## src/rtl/instr_encoder.sv

```systemverilog
// RV32I instruction encoder.
// Packs decoded instruction fields into a 32-bit word, tags each word with a
// sequential instruction-memory address, and flags immediates that do not fit
// the selected format. One registered output stage with valid/ready handshake.
module instr_encoder #(
  parameter int ADDR_W = 8,
  parameter int DEPTH  = 256
) (
  input  logic              clk,
  input  logic              rst,
  input  logic              start,
  input  logic              in_valid,
  output logic              in_ready,
  input  logic [2:0]        fmt,
  input  logic [6:0]        opcode,
  input  logic [4:0]        rd,
  input  logic [4:0]        rs1,
  input  logic [4:0]        rs2,
  input  logic [2:0]        funct3,
  input  logic [6:0]        funct7,
  input  logic [31:0]       imm,
  output logic              out_valid,
  input  logic              out_ready,
  output logic [31:0]       out_instr,
  output logic [ADDR_W-1:0] out_addr,
  output logic              full,
  output logic [ADDR_W:0]   count,
  output logic              err,
  output logic [ADDR_W-1:0] err_addr
);

  localparam logic [2:0]  FMT_R    = 3'd0;
  localparam logic [2:0]  FMT_I    = 3'd1;
  localparam logic [2:0]  FMT_S    = 3'd2;
  localparam logic [2:0]  FMT_B    = 3'd3;
  localparam logic [2:0]  FMT_U    = 3'd4;
  localparam logic [2:0]  FMT_J    = 3'd5;
  localparam logic [31:0] NOP_WORD = 32'h0000_0013;
  localparam logic [ADDR_W:0] DEPTH_CNT = DEPTH[ADDR_W:0];

  // Field placement for each format; illegal formats become a NOP.
  function automatic logic [31:0] encode_word(
    input logic [2:0]  f,
    input logic [6:0]  op,
    input logic [4:0]  d,
    input logic [4:0]  r1,
    input logic [4:0]  r2,
    input logic [2:0]  f3,
    input logic [6:0]  f7,
    input logic [31:0] i
  );
    logic [31:0] w;
    case (f)
      FMT_R:   w = {f7, r2, r1, f3, d, op};
      FMT_I:   w = {i[11:0], r1, f3, d, op};
      FMT_S:   w = {i[11:5], r2, r1, f3, i[4:0], op};
      FMT_B:   w = {i[12], i[10:5], r2, r1, f3, i[4:1], i[11], op};
      FMT_U:   w = {i[31:12], d, op};
      FMT_J:   w = {i[20], i[10:1], i[11], i[19:12], d, op};
      default: w = NOP_WORD;
    endcase
    return w;
  endfunction

  // An immediate fits a signed field when every bit above the field's sign
  // bit equals that sign bit; B/J offsets must additionally be even.
  function automatic logic field_error(input logic [2:0] f, input logic [31:0] i);
    logic e;
    case (f)
      FMT_R:   e = 1'b0;
      FMT_I,
      FMT_S:   e = !((&i[31:11]) || !(|i[31:11]));
      FMT_B:   e = !((&i[31:12]) || !(|i[31:12])) || i[0];
      FMT_U:   e = (i[11:0] != 12'd0);
      FMT_J:   e = !((&i[31:20]) || !(|i[31:20])) || i[0];
      default: e = 1'b1;
    endcase
    return e;
  endfunction

  logic              out_valid_q, out_valid_d;
  logic [31:0]       out_instr_q, out_instr_d;
  logic [ADDR_W-1:0] out_addr_q,  out_addr_d;
  logic [ADDR_W-1:0] addr_q,      addr_d;
  logic [ADDR_W:0]   count_q,     count_d;
  logic              full_q,      full_d;
  logic              err_q,       err_d;
  logic [ADDR_W-1:0] err_addr_q,  err_addr_d;

  logic        accept;
  logic [31:0] enc_word;
  logic        enc_err;

  // start blocks acceptance so a restart never races with a new word.
  assign in_ready = !start && !full_q && (!out_valid_q || out_ready);
  assign accept   = in_valid && in_ready;
  assign enc_word = encode_word(fmt, opcode, rd, rs1, rs2, funct3, funct7, imm);
  assign enc_err  = field_error(fmt, imm);

  assign out_valid = out_valid_q;
  assign out_instr = out_instr_q;
  assign out_addr  = out_addr_q;
  assign full      = full_q;
  assign count     = count_q;
  assign err       = err_q;
  assign err_addr  = err_addr_q;

  // Next-state for the output stage and the program counters/flags.
  always_comb begin
    out_valid_d = out_valid_q;
    out_instr_d = out_instr_q;
    out_addr_d  = out_addr_q;
    addr_d      = addr_q;
    count_d     = count_q;
    full_d      = full_q;
    err_d       = err_q;
    err_addr_d  = err_addr_q;

    // Output register: load on accept (replaces a draining word), else drain.
    if (accept) begin
      out_valid_d = 1'b1;
      out_instr_d = enc_word;
      out_addr_d  = addr_q;
    end else if (out_valid_q && out_ready) begin
      out_valid_d = 1'b0;
    end else begin
      out_valid_d = out_valid_q;
    end

    // Counters and flags: start restarts the program, a pending word is untouched.
    if (start) begin
      addr_d     = {ADDR_W{1'b0}};
      count_d    = {(ADDR_W+1){1'b0}};
      full_d     = 1'b0;
      err_d      = 1'b0;
      err_addr_d = {ADDR_W{1'b0}};
    end else if (accept) begin
      addr_d  = addr_q + 1'b1;
      count_d = count_q + 1'b1;
      full_d  = ((count_q + 1'b1) == DEPTH_CNT);
      if (enc_err && !err_q) begin
        err_d      = 1'b1;
        err_addr_d = addr_q;
      end else begin
        err_d      = err_q;
        err_addr_d = err_addr_q;
      end
    end else begin
      addr_d = addr_q;
    end
  end

  // State registers with asynchronous reset that also discards a pending word.
  always_ff @(posedge clk or posedge rst) begin
    if (rst) begin
      out_valid_q <= 1'b0;
      out_instr_q <= 32'd0;
      out_addr_q  <= {ADDR_W{1'b0}};
      addr_q      <= {ADDR_W{1'b0}};
      count_q     <= {(ADDR_W+1){1'b0}};
      full_q      <= 1'b0;
      err_q       <= 1'b0;
      err_addr_q  <= {ADDR_W{1'b0}};
    end else begin
      out_valid_q <= out_valid_d;
      out_instr_q <= out_instr_d;
      out_addr_q  <= out_addr_d;
      addr_q      <= addr_d;
      count_q     <= count_d;
      full_q      <= full_d;
      err_q       <= err_d;
      err_addr_q  <= err_addr_d;
    end
  end

endmodule

```

## config.mk

```make
export PLATFORM = sky130hd
export DESIGN_NAME = instr_encoder
export DESIGN_NICKNAME = d
export VERILOG_FILES = /design/src/rtl/instr_encoder.sv
export SDC_FILE = /design/constraint.sdc
export NUM_CORES = 1
export LEC_CHECK = 0
export BUFFER_PORTS_ARGS = -buffer_cell sky130_fd_sc_hd__buf_2
export CORE_MARGIN = 5
export CORE_UTILIZATION = 50
export DETAILED_ROUTE_END_ITERATION = 10
export HOLD_SLACK_MARGIN = 0.06
export PLACE_DENSITY = 0.81
export SLEW_MARGIN = 20
export SYNTH_ARGS = -nofsm -noshare
export SYNTH_HDL_FRONTEND = slang
export SYNTH_SLANG_ARGS = --single-unit
```

## constraint.sdc

```tcl
create_clock -name clk -period 6.29 [get_ports clk]
set_input_delay 0.9435 -clock clk [delete_from_list [all_inputs] [get_ports clk]]
set_output_delay 0.9435 -clock clk [all_outputs]
set_load 0.005 [all_outputs]
```

### Yosys cells after proc, flatten, opt, wreduce, memory -nomap -nowiden

Cells that the tools add are included.

* equality and inequality tests: 6
* add/sub/neg operators: 2
* reductions and logical operators: 34
* div/mod/pow operators: 0
* bitwise operators: 0
* magnitude comparators: 0
* multipliers: 0
* multiplexer cells: 16
* shift-type cells: 0

Operator list (number)
* case mux 32 bit (6 select lines): 1
* two-way mux 8 bit: 5
* AND reduction 21 bit: 1
* OR reduction 21 bit: 1
* AND reduction 20 bit: 1
* OR reduction 20 bit: 1
* two-way mux 9 bit: 2
* AND reduction 12 bit: 1
* nonzero test 12 bit: 1
* OR reduction 12 bit: 1
* logical NOT 1 bit: 10
* adder 9 x 1 -> 9 bit (second input constant): 1
* equality test 9 bit (second input constant): 1
* adder 8 x 1 -> 8 bit (second input constant): 1
* two-way mux 1 bit: 7
* equality test 3 x 2 -> 1 bit (second input constant): 2
* equality test 3 bit (second input constant): 2
* logical OR 1 bit: 6
* nonzero test 2 bit: 3
* logical AND 1 bit: 5
* case mux 1 bit (5 select lines): 1
* equality test 3 x 1 -> 1 bit (second input constant): 1
* logical NOT 3 bit: 1
* AND reduction 2 bit: 1
* OR reduction 2 bit: 1

* bits in latches: 0
* memories kept: 0
* word-level logic and storage cells: 66
* RAM bits: 0
* register bits after elaboration: 68
* ROM bits: 0

### Depth between registers and ports, before layout

Gate-level depths: netlist (run 1).

* depth after elaboration: 10
* depth in mapped cells: 8
* depth with buffers taken out: 7

### Worst setup path after synthesis (run 1)

OpenSTA, ideal clock, no wires.

* path type: input -> register
* from: input port imm[12]
* to: register err_addr_q[0] (netlist: err_addr[0])
* arrival time: 2.597 ns
* slack: 3.568 ns
* path buffers: 0
* stages: 5
* required time: 6.165 ns
* cell sequence: or4_4 or4_4 a21oi_2 a211oi_4 mux2_4

* longest elaborated chain between the ends: 9
* elaborated cells on any way between the ends: 15
* those cells by class: mux: 1; reduce/logical: 14

Ends and longest elaborated chain
* start, declared: line 21 `input logic [31:0] imm,`
* OR reduction 20 bit: line 73 `FMT_B: e = !((&i[31:12]) || !(|i[31:12])) || i[0];`
* logical NOT 1 bit: line 73
* logical OR 1 bit: line 73
* logical NOT 1 bit: line 73
* logical OR 1 bit: line 73
* case mux 1 bit (5 select lines) (*): line 69 `case (f)`
* logical AND 1 bit (*): line 141 `if (enc_err && !err_q) begin`
* nonzero test 2 bit (no line) (*)
* AND reduction 2 bit (no line) (*)
* end signal, assigned: line 163 `err_addr_q <= {ADDR_W{1'b0}};`
* end signal, assigned: line 172 `err_addr_q <= err_addr_d;`
* end, declared: line 88 `logic [ADDR_W-1:0] err_addr_q, err_addr_d;`

Mark *: on every way between the ends. The rest lies on a longest branch, timed or not.
A chain may end at the register's enable or synchronous reset.

### Worst setup path in the final report (run 1)

* from: input port out_ready
* to: register err_addr_q[7] (netlist: err_addr[7])

* longest elaborated chain between the ends: 5

Ends and longest elaborated chain
* start, declared: line 23 `input logic out_ready,`
* logical OR 1 bit: line 95 `assign in_ready = !start && !full_q && (!out_valid_q || out_ready);`
* logical AND 1 bit: line 95
* logical AND 1 bit: line 96 `assign accept = in_valid && in_ready;`
* nonzero test 2 bit (no line)
* AND reduction 2 bit (no line)

No other way between the ends.

==> results_dict.tcl, run 1 <==
set metrics [dict create \
    ir_drop_mv 0.1709 \
    pwr-share-clk_pct 36.2 \
    clkLatencyLatePin_ns 0.34 \
    synth_top_area_share_pct 48.42 \
    fin_nets 573 \
    post-route-drc-count 0 \
    synth_area_leaders "dfrtp_1 (48%), nor2_1 (5.6%), nand2_1 (5.2%), a21oi_1 (5.0%), mux2_4 (3.4%)" \
    diodes 0 \
    row_count 30 \
    run_status "finished, final reports clean" \
    synth_cell_type_count 46 \
    cp.arrival_ns 3.45 \
    slew_headroom_pct 41.65 \
    rsz0062_at_grt "no" \
    drv_slew 0 \
    nFillCells 606 \
    grtUsageTotal_pct 21.71 \
    synth_edf_count 0 \
    port_buffers 132 \
    yosysMostFrequentCell "dfrtp_1" \
    fp.dieH_um 93.84 \
    antenna_found_initial 0 \
    wl_per_cell_um 15.74 \
    htreeDepth 3 \
    vias 3274 \
    maxCapViolations 0 \
    drive_gt1_share_pct 33.00 \
    startpoint_type "input port" \
    synth_area_mm2 0.003515 \
    p_per_area_mw_per_mm2 245.3 \
    avgSynthCellArea_um2 9.372 \
    synth-seq-area-share_pct 48.42 \
    viasPerCell 5.466 \
    power_switching_w 0.0002920 \
    post_dp_cell_area_mm2 0.004232 \
    fp.dieArea_mm2 0.008806 \
    ys_seq_elements 68 \
    yosysWarnings 0 \
    syn_nets 450 \
    cts.path.max_buffers 2 \
    worstPathCellList "buf_2, nor2b_1, nor2_1, and2_1, nand2_1, a211oi_4, mux2_4" \
    place.gp.congestion 0.8648 \
    critPathMaxFanout 25 \
    final_hold_viol_count 0 \
    cts_buffers 9 \
    grt-ovfl-total 0 \
    holdWs_ns 0.4876 \
    power.internal_w 0.0007995 \
    io_pins 133 \
    clk_pin_slew_worst_paths_ns 0.07 \
    clock-sinks 68 \
    first_pass_iters 4 \
    cts.root.buffer_cell "clkbuf_8" \
    tightest_slew_ns 0.8731 \
    swShare_pct 26.75 \
    seqPwrFrac_pct 46.4 \
    slowest_stage "a211oi_4" \
    cts_tree "done" \
    die_w_um 93.84 \
    path_buf_inv 1 \
    finalWorstPathRequiredPeriod_ns 3.225 \
    post_cts_buffers 0 \
    synthTopCellsByCount "dfrtp_1 (68), nor2_1 (52), nand2_1 (49), a21oi_1 (35), nor2b_1 (19)" \
    cts.repair.resized 0 \
    core_mm2 0.006832 \
    skew_ns 0.007034 \
    min_period_over_period_pct 51.27 \
    endpoint_kind "flop" \
    slowest_delay_ns 0.75 \
    tns_ns 0 \
    synthArstFlopShare_pct 100.0 \
    crit_type "in -> reg" \
    postSynthCellCount 375 \
    crit_required_ns 6.52 \
    ant_nets 0 \
    combPwrFrac_pct 17.4 \
    grt_pass1_vias 3102 \
    path_delay_family "simple AND/OR/NAND/NOR gates" \
    hpwlAfterDp_um 7047 \
    synth.largest_area_cell "dfrtp_1" \
    grt_max_degree 69 \
    min_path_type "reg -> reg" \
    fin_area_mm2 0.004449 \
    wl_um 9426 \
    setup_viol 0 \
    syn2layout_area_growth_pct 26.59 \
    p_leak_nw 2.202 \
    start_util_pct 51.45 \
    max_freq_mhz 310.1 \
    cts_hold_buf 0 \
    synth_ff_type "dfrtp_1" \
    drtIter0Drc 194 \
    grt_pass1_wl_um 15030 \
]
-- routing by layer --
layer | GRT usage (%) | wire length (um)
met5 | 0 | 0
met4 | 8.063 | 196
met3 | 5.369 | 654
met2 | 34.36 | 4548
met1 | 28.78 | 4027
-- final timing paths --
check                       startpoint            end  slack [ns]  cells past startpoint
hold / removal             out_addr[5]    out_addr[5]        0.49                      2
min in group asynchronous          rst       count[2]        0.84                      3
setup / recovery             out_ready    err_addr[7]        3.07                      7
max in group asynchronous          rst  out_instr[26]        4.90                      3
setup reg to reg             out_valid    err_addr[7]        3.27                      6
hold reg to reg            out_addr[5]    out_addr[5]        0.49                      2
-- sequential cells by signal, summed over array words and instances, names as in the netlist --
register	flops
out_instr	32
count	9
addr_q	8
err_addr	8
out_addr	8
err	1
full	1
out_valid	1
-- worst reg2reg max path, stage by stage (launching register included) --
cell      delay [ns]
dfrtp_1         0.37
nor2b_1         0.16
nor2_1          0.12
and2_1          0.48
nand2_1         0.65
a211oi_4        0.76
mux2_4          0.36
-- kinds of logic (layout without fill, tap and decap cells) --
logic type | Yosys count | count (layout) | synth area share, %
muxes | 17 | 17 | 6.017
xor gates and xnor gates | 16 | 16 | 3.987
and+or+nand+nor | 158 | 158 | 21.29
DFF | 68 | 68 | 48.42
adders and majority gates | 3 | 3 | 1.068
AOI/OAI and AO/OA | 87 | 87 | 16.38
buffers and inverters | 26 | 154 | 2.848
-- power by group through the flow --
stage | clock (W) | sequential, W | combinational [W]
after global routing | 0.000420 | 0.000512 | 0.000212
after floorplan | 0 | 0.000514 | 0.0000958
after detailed placement | 0 | 0.000514 | 0.000192
after global placement | 0 | 0.000513 | 0.000186
after CTS | 0.000398 | 0.000506 | 0.000192
final | 0.000395 | 0.000506 | 0.000190
-- stage by stage --
stage / worst slack, ns / total power (W) / utilization (%) / std cells
3_5_place_dp: 2.718 / 0.0007053 / 61.94 / 583
2_1_floorplan: 3.568 / 0.0006099 / - / 375
4_1_cts: 3.090 / 0.001097 / 65.13 / 599
3_3_place_gp: 2.819 / 0.0006992 / 61.94 / 583
5_1_grt: 2.908 / 0.001143 / 65.13 / 599
6_report: 3.065 / 0.001091 / 65.13 / 599
-- layout by cell type, fill, tap and decap left out, types with 3 or more instances in the layout --
master and n:
a21oi_1 35, a221oi_1 6, a22o_1 4, a22oi_1 9, and3_1 3, buf_2 132, clkbuf_8 10, dfrtp_1 68
ha_1 3, inv_1 3, mux2_4 8, mux2i_1 8, nand2_1 49, nand3_1 5, nand4_1 9, nor2_1 52
nor2b_1 19, nor4_1 7, o21ai_0 14, o22a_1 3, xnor2_1 5, xor2_1 11
-- final cells by class --
cell class / instances / area (um^2) / area share (%)
Sequential cell: 68 / 1702 / 38.25
Tap cell: 96 / 120.1 / 2.700
Timing Repair Buffer: 134 / 675.6 / 15.19
Inverter: 4 / 15.01 / 0.3375
Clock inverter: 4 / 72.57 / 1.631
Multi-Input combinational cell: 281 / 1719 / 38.64
Clock buffer: 12 / 145.1 / 3.262
Power figures use the tool's default switching activity.
==> run 2, diff against run 1 <==
- CORE_UTILIZATION: 50 -> 49
- PLACE_DENSITY: 0.81 -> 0.8
- clock period: 6.29 -> 3.15 ns (I/O delays scaled with it)
==> run 2 against run 1 <==
Net effect: critical path type is now reg -> reg; sequential share of layout area down 0.25 points; power up 96%; global-route usage down 0.12 points; core utilization up 0.063 points; setup slack worse by 2.3 ns; final area up 0.65%; non-clock buffer count up 4; largest power group unchanged.
==> results_dict.tcl, run 2 (same netlist as run 1, synthesis figures left out) <==
set metrics [dict create \
    power.internal_w 0.001511 \
    min_path_type "in -> reg" \
    ir_drop_mv 0.3189 \
    slew_headroom_pct 43.78 \
    fin_nets 577 \
    post_dp_cell_area_mm2 0.004274 \
    clk_pin_slew_worst_paths_ns 0.08 \
    cts.root.buffer_cell "clkbuf_8" \
    largest_register_ff_count 32 \
    cts.path.max_buffers 2 \
    grt-ovfl-total 0 \
    crit_required_ns 3.37 \
    fp.dieH_um 94.69 \
    drive_gt1_share_pct 33.93 \
    startpoint_type "flop" \
    path_delay_family "simple AND/OR/NAND/NOR gates" \
    critPathMaxFanout 14 \
    antenna_found_initial 0 \
    first_pass_iters 5 \
    grt_max_degree 69 \
    final_hold_viol_count 0 \
    htreeDepth 3 \
    clock-sinks 68 \
    cts.repair.resized 0 \
    r2r-end "err_addr[3]" \
    slowest_stage "a211oi_4" \
    drtIter0Drc 185 \
    worstPathCellList "nor2b_1, nor2_1, and2_1, nand2_1, a211oi_4, mux2_4" \
    cts_buffers 9 \
    cts_hold_buf 0 \
    endpoint_kind "flop" \
    drv_slew 0 \
    skew_ns 0.01449 \
    r2r_cells 6 \
    clkLatencyLatePin_ns 0.34 \
    p_leak_nw 2.216 \
    tns_ns 0 \
    port_buffers 132 \
    core_mm2 0.006869 \
    p_per_area_mw_per_mm2 477.2 \
    diodes 0 \
    place.gp.congestion 0.8890 \
    cts_tree "done" \
    rrSetupSlack_ns 0.79 \
    io_pins 133 \
    seqPwrFrac_pct 47.0 \
    grt_pass1_vias 3214 \
    post_cts_buffers 0 \
    cp.arrival_ns 2.59 \
    instances_no_fill 603 \
    vias 3299 \
    slowest_delay_ns 0.56 \
    start_util_pct 51.17 \
    combPwrFrac_pct 18.3 \
    min_period_over_period_pct 75.00 \
    fp.dieArea_mm2 0.008966 \
    mostFrequentLayoutCell "buf_2" \
    rr_startpoint "out_valid" \
    wl_per_cell_um 15.81 \
    dp.cells 587 \
    row_count 30 \
    final_cell_mix "buf_2 (132), dfrtp_1 (68), nor2_1 (52)" \
    power_switching_w 0.0006256 \
    pwr-share-clk_pct 34.7 \
    maxCapViolations 0 \
    setup_viol 0 \
    holdPathStages 2 \
    crit_type "reg -> reg" \
    wl_um 9536 \
    hold_start "opcode[0]" \
    fin_area_mm2 0.004478 \
    max_freq_mhz 423.3 \
    grt_pass1_wl_um 15250 \
    whs_endpoint "out_instr[0]" \
    tightest_slew_ns 0.8433 \
    post-route-drc-count 0 \
    viasPerCell 5.471 \
    grtUsageTotal_pct 21.58 \
    die_w_um 94.69 \
    swShare_pct 29.28 \
    path_buf_inv 0 \
    syn2layout_area_growth_pct 27.41 \
    hpwlAfterDp_um 7004 \
    rsz0062_at_grt "no" \
    run_status "finished, final reports clean" \
    finalWorstPathRequiredPeriod_ns 2.362 \
    ant_nets 0 \
]
-- run 2: how the worst max path moves through the flow --
stage | start | end | slack [ns] | cells past startpoint
after floorplan | imm[12] | err_addr[0] | 0.90 | 5
after global placement | fmt[2] | err_addr[0] | 0.58 | 6
after detailed placement | fmt[2] | err_addr[1] | 0.50 | 6
after CTS | out_valid | err_addr[1] | 0.79 | 6
after global routing | out_valid | err_addr[3] | 0.63 | 6
final | out_valid | err_addr[3] | 0.79 | 6
-- run 2: layout make-up --
class                           instances  area (um^2)
Fill cell                             589         2391
Timing Repair Buffer                  138        718.2
Inverter                                4        15.01
Clock buffer                            9        123.9
Multi-Input combinational cell        281         1719
Tap cell                               96        120.1
Sequential cell                        68         1702
Clock inverter                          7        80.08
-- run 2: metal layers --
metal / GRT usage [%] / up-vias / wire length (um)
met5: 0 / - / 0
met4: 8.293 / 0 / 210
met3: 5.100 / 17 / 762
met2: 35.41 / 145 / 4599
met1: 27.66 / 1557 / 3963
li1: - / 1580 / -
-- run 2: power by group through the flow --
stage / logic, W / registers [W] / clock network [W]
floorplan: 0.000191 / 0.00103 / 0
global placement: 0.000383 / 0.00102 / 0
detailed placement: 0.000394 / 0.00102 / 0
CTS: 0.000395 / 0.00101 / 0.000753
global route: 0.000438 / 0.00102 / 0.000800
finish: 0.000391 / 0.00101 / 0.000741
-- run 2: metrics by stage --
stage / hold slack, ns / utilization [%] / total power, W / setup WS (ns)
detailed placement: 0.4628 / 62.22 / 0.001415 / 0.5010
floorplan: 0.4699 / - / 0.001218 / 0.8994
finish: 0.3471 / 65.19 / 0.002137 / 0.7875
global route: 0.3464 / 65.19 / 0.002255 / 0.6283
CTS: 0.3372 / 65.19 / 0.002154 / 0.7869
global placement: 0.4547 / 62.22 / 0.001402 / 0.5819
